### src/rtl/arbitro_prioridade_n.sv
// Clocked N-station priority arbiter: latches requests, grants one station per
// fixed service window, round-robin tie break, optional preemption by strictly higher priority.
module arbitro_prioridade_n #(
  parameter int NUM_IE         = 2,
  parameter int PRIO_W         = 2,
  parameter int FUN_W          = 3,
  parameter int SERVICE_CYCLES = 4,
  parameter int PREEMPT        = 0,
  localparam int IDX_W         = (NUM_IE > 1) ? $clog2(NUM_IE) : 1
) (
  input  logic                       clk,
  input  logic                       rst,
  input  logic [NUM_IE-1:0]          req_i,
  input  logic [NUM_IE-1:0]          cancel_i,
  input  logic [NUM_IE*PRIO_W-1:0]   prio_i,
  input  logic [NUM_IE*FUN_W-1:0]    fun_i,
  output logic [NUM_IE-1:0]          grant_o,
  output logic                       grant_valid_o,
  output logic [IDX_W-1:0]           station_o,
  output logic [FUN_W-1:0]           fun_o,
  output logic                       busy_o,
  output logic                       tie_o,
  output logic                       preempt_o,
  output logic                       done_o
);

  localparam int CNT_W = (SERVICE_CYCLES > 1) ? $clog2(SERVICE_CYCLES) : 1;

  typedef enum logic {IDLE, SERVE} state_t;

  state_t               state, state_nxt;
  logic [NUM_IE-1:0]    pending;
  logic [PRIO_W-1:0]    lat_prio [NUM_IE];
  logic [FUN_W-1:0]     lat_fun  [NUM_IE];
  logic [IDX_W-1:0]     rr_ptr;
  logic [CNT_W-1:0]     counter;

  logic                 win_vld;
  logic [IDX_W-1:0]     win_idx;
  logic [PRIO_W-1:0]    win_prio;
  logic                 win_tie;
  logic                 preempt_now;
  logic                 cancel_gnt;
  logic                 done_now;
  logic                 arbitrate;
  logic                 release_gnt;
  logic [IDX_W-1:0]     rr_next;

  // Winner search: scan from rr_ptr with wrap; only a strictly higher priority
  // displaces an earlier candidate, so the first in scan order wins ties.
  always_comb begin
    int k;
    int n_max;
    k        = 0;
    n_max    = 0;
    win_vld  = 1'b0;
    win_idx  = '0;
    win_prio = '0;
    for (int i = 0; i < NUM_IE; i++) begin
      k = int'(rr_ptr) + i;
      if (k >= NUM_IE) k = k - NUM_IE;
      if (pending[k] && !grant_o[k] && (!win_vld || lat_prio[k] > win_prio)) begin
        win_vld  = 1'b1;
        win_idx  = IDX_W'(k);
        win_prio = lat_prio[k];
      end
    end
    for (int i = 0; i < NUM_IE; i++) begin
      if (pending[i] && !grant_o[i] && lat_prio[i] == win_prio) n_max = n_max + 1;
    end
    win_tie = win_vld && (n_max >= 2);
  end

  assign preempt_now = (PREEMPT != 0) && (state == SERVE) && win_vld &&
                       (win_prio > lat_prio[station_o]);
  assign cancel_gnt  = (state == SERVE) && |(cancel_i & grant_o);
  assign done_now    = (state == SERVE) && (counter == '0) && !preempt_now && !cancel_gnt;
  assign arbitrate   = ((state == IDLE) && win_vld) || preempt_now;
  assign release_gnt = !preempt_now && (cancel_gnt || done_now);
  assign rr_next     = (station_o == IDX_W'(NUM_IE - 1)) ? '0 : station_o + 1'b1;

  assign done_o        = done_now;
  assign grant_valid_o = |grant_o;
  assign busy_o        = (|pending) || (state == SERVE);

  always_comb begin
    state_nxt = state;
    case (state)
      IDLE:    if (win_vld) state_nxt = SERVE;
      SERVE:   if (release_gnt) state_nxt = IDLE;
      default: state_nxt = IDLE;
    endcase
  end

  always_ff @(posedge clk or posedge rst) begin
    if (rst) state <= IDLE;
    else     state <= state_nxt;
  end

  // Request latch: a grantee's own request is only accepted on the edge its window ends.
  always_ff @(posedge clk or posedge rst) begin
    if (rst) begin
      pending <= '0;
      for (int k = 0; k < NUM_IE; k++) begin
        lat_prio[k] <= '0;
        lat_fun[k]  <= '0;
      end
    end else begin
      for (int k = 0; k < NUM_IE; k++) begin
        if (cancel_i[k]) begin
          pending[k] <= 1'b0;
        end else if (req_i[k] && !(grant_o[k] && !done_now)) begin
          pending[k]  <= 1'b1;
          lat_prio[k] <= prio_i[k*PRIO_W +: PRIO_W];
          lat_fun[k]  <= fun_i[k*FUN_W +: FUN_W];
        end else if (grant_o[k] && done_now) begin
          pending[k] <= 1'b0;
        end
      end
    end
  end

  always_ff @(posedge clk or posedge rst) begin
    if (rst) begin
      grant_o   <= '0;
      station_o <= '0;
      fun_o     <= '0;
      tie_o     <= 1'b0;
      preempt_o <= 1'b0;
      rr_ptr    <= '0;
      counter   <= '0;
    end else begin
      preempt_o <= preempt_now;
      if (arbitrate) begin
        grant_o   <= NUM_IE'(1) << win_idx;
        station_o <= win_idx;
        fun_o     <= lat_fun[win_idx];
        tie_o     <= win_tie;
        counter   <= CNT_W'(SERVICE_CYCLES - 1);
      end else if (state == SERVE) begin
        if (release_gnt) begin
          grant_o <= '0;
          rr_ptr  <= rr_next;
        end else begin
          counter <= counter - 1'b1;
        end
      end
    end
  end

endmodule

### config.mk
export PLATFORM = sky130hd
export DESIGN_NAME = arbitro_prioridade_n
export DESIGN_NICKNAME = d
export VERILOG_FILES = /design/src/rtl/arbitro_prioridade_n.sv
export SDC_FILE = /design/constraint.sdc
export NUM_CORES = 1
export LEC_CHECK = 0
export BUFFER_PORTS_ARGS = -buffer_cell sky130_fd_sc_hd__buf_2
export CAP_MARGIN = 20
export CORE_ASPECT_RATIO = 0.8
export CORE_MARGIN = 2
export CORE_UTILIZATION = 30
export DETAILED_ROUTE_END_ITERATION = 12
export MAX_ROUTING_LAYER = met4
export PLACE_DENSITY = 0.59
export SKIP_LAST_GASP = 1
export SLEW_MARGIN = 20
export SYNTH_ARGS = -nofsm -noshare
export SYNTH_HDL_FRONTEND = slang
export SYNTH_SLANG_ARGS = --single-unit
### constraint.sdc
create_clock -name clk -period 3.8 [get_ports clk]
set_input_delay 0.76 -clock clk [delete_from_list [all_inputs] [get_ports clk]]
set_output_delay 0.76 -clock clk [all_outputs]
set_load 0.005 [all_outputs]
==> flow_summary.ini <==
[logic_synthesis]
syn_nets = 129
synth_edf_count = 0
seq_area_frac_synth = 0.453
synth-xor-area-share = 0.0207
synth_top_family_by_area = simple AND/OR/NAND/NOR gates
synth_area_um2 = 1270
yosysWarnings = 0
synth.most_common_cell = dfrtp_1
synth_compound_area_frac = 0.144
synth_seq_cells = 23
muxShareOfSynthArea = 0.135
synth.avg_cell_area_um2 = 11.5
ys.flop_type = dfrtp_1
synth_cell_type_count = 38
async_flop_share = 1.00
synth_common_cells = dfrtp_1, nand2_1, mux2_4
synthSimpleGateAreaFrac = 0.187
yosys-top-cells-area = dfrtp_1, mux2_4, nand2_1
synth_adder_area_share = 0.0296
yosysTopAreaCellShare = 0.453
synth_top_area_cell = dfrtp_1
synth_cells = 110

[hold_path]
hold_class = register to register
holdPathEnd = counter[0]
whs_path_depth = 1
hp-start = counter[0]

[cells_and_area]
fillers = 418
diodes = 0
areaGrowthSynthToFinish_pct = 17.4
layout.cells.non_filler = 193
finish.net_count = 156
design_area_um2 = 1490
drive_gt1_frac = 0.375

[setup_path]
reg2reg_from = grant_o[0]
crit_arrival_ns = 2.75
rrSetupSlack_ns = 1.21
startpoint_type = register
endpoint_kind = register
required_ns = 3.96
crit_type = register to register
crit_path_max_fanout = 9
rr_endpoint = fun_o[0]
r2r_cells = 10

[clocking]
clk_latency_ns = 0.27
cts_made_buffers = 3
post_cts_resized = 0
clk_path_buf_depth = 2
post_cts_buffers = 0
cts_root_buf = clkbuf_8
path_clk_slew_ns = 0.08
postCtsHoldBufs = 0
cts-htree-levels = 1
cts_sinks = 23
cts_tree = built

[floorplanning]
die_h_um = 62.2
start_util = 0.308
ios = 27
dieArea_um2 = 4770
fp.coreArea_um2 = 4130
num_rows = 21
die_x_um = 76.7

[drt]
drt_iter0_markers = 42
num_vias = 923
dr.pass1.iters = 4
ant_nets = 0
routed_wl_mm = 2.66
drcViolationCount = 0
wl_per_cell_um = 13.8
vias_per_cell = 4.78

[global_routing]
met1_usage = 0.156
grt_pass1_wl_mm = 4.47
grt_max_degree = 24
globalRouteMet2Util = 0.195
grt_pass1_vias = 928
grt.overflow.total = 0
use_met3 = 0.0262
top_usage_layer = met2
gr-usage-all-layers = 0.120
antenna_found_initial = 0

[placed_design]
numPortBuffers = 25
place_inst = 189
placed_area_um2 = 1450
gp_congestion = 0.792
place_hpwl_mm = 2.01

[sta]
fin_crit_sh = 0.682
finClkSkew_ns = 0.00354
finalSetupTns_ns = 0
setup_viol = 0
max_slew_margin = 0.417
maxSlewViolCount = 0
max_clock_freq_mhz = 386
final_hold_viol_count = 0
tightestPinTransition_ns = 0.874
period_needed_ns = 2.59
rsz0062_at_grt = no

[outcome]
status = finished, final reports clean

[run]
maxCapViolations = 0

[pwr]
power_density_nw_per_um2 = 743
p_leak_nw = 0.728
ir_drop_mv = 0.301
critical path, stage by stage (launching register included):
cell	delay (ns)
dfrtp_1	0.50
nor2b_1	0.37
nand2_1	0.10
nor2_1	0.09
a31oi_1	0.06
ha_1	0.31
nor2b_1	0.16
o21ai_2	0.07
xnor2_1	0.26
a211oi_2	0.18
a221o_1	0.37
power by group:
group          leakage [nW]  internal, mW  switching (mW)
logic                 0.429         0.265           0.216
clock network        0.0228        0.0749          0.0799
registers             0.276         0.346           0.126
total                 0.728         0.686           0.422
routing by layer:
layer  vias to the layer above  share of wire  routed length (um)
li1                        442              -                   -
met1                       453           0.47                1260
met2                        24           0.48                1270
met3                         4          0.041                 109
met4                         0         0.0071                  19
met5                         -              0                   0
layout by cell type (no fill, tap or decap), types with 2 or more instances in the layout:
master    count
buf_2        25
dfrtp_1      23
nand2_1      13
mux2_4       10
nor2_1        8
a31oi_1       3
o21ai_0       3
inv_1         3
a22o_1        3
a221o_1       3
ha_1          3
clkbuf_8      3
nand2_2       2
nand3b_4      2
nand2b_4      2
nand2b_1      2
nor2b_1       2
xnor2_1       2
nand3_1       2
o21ai_1       2
a311oi_1      2
final cells by class:
| cell class | instances | area, um^2 | area share |
|---|---|---|---|
| inverter | 4 | 15.0 | 0.0101 |
| tap | 57 | 71.3 | 0.0478 |
| sequential | 23 | 576 | 0.386 |
| clock buffer | 4 | 45.0 | 0.0302 |
| multi-input combinational | 80 | 659 | 0.442 |
| timing repair buffer | 25 | 125 | 0.0839 |
kinds of logic (layout without fill, tap and decap cells):
group | Yosys count | in the layout
xor gates and xnor gates | 3 | 3
and+or+nand+nor | 39 | 39
AOI/OAI and AO/OA | 22 | 22
muxes | 12 | 12
adders and majority gates | 3 | 3
DFF | 23 | 23
other | 1 | 1
buffers and inverters | 7 | 33
per-stage QoR:
step | power (mW) | hold slack [ns] | worst slack, ns | utilization
global route | 1.20 | 0.516 | 1.05 | 0.362
CTS | 1.12 | 0.490 | 1.27 | 0.362
finish | 1.11 | 0.479 | 1.21 | 0.362
floorplan | 0.824 | 0.449 | 1.60 | -
detailed placement | 0.960 | 0.478 | 1.26 | 0.351
global placement | 0.937 | 0.465 | 1.47 | 0.351
sequential cells by signal, summed over array words and instances (netlist names):
register / flops
state: 1
counter: 2
grant_o: 2
rr_ptr: 1
station_o: 1
lat_prio: 4
fun_o: 3
lat_fun: 6
tie_o: 1
pending: 2
worst max-delay path by stage:
stage | start | end | slack [ns] | cells past startpoint
2_1_floorplan | grant_o[0] | fun_o[0] | 1.60 | 10
3_3_place_gp | grant_o[0] | fun_o[1] | 1.47 | 10
3_5_place_dp | grant_o[0] | fun_o[0] | 1.26 | 10
4_1_cts | grant_o[0] | fun_o[0] | 1.27 | 10
5_1_grt | grant_o[0] | fun_o[1] | 1.05 | 10
6_report | grant_o[0] | fun_o[0] | 1.21 | 10
No activity file was read; power rests on OpenSTA's default activity.
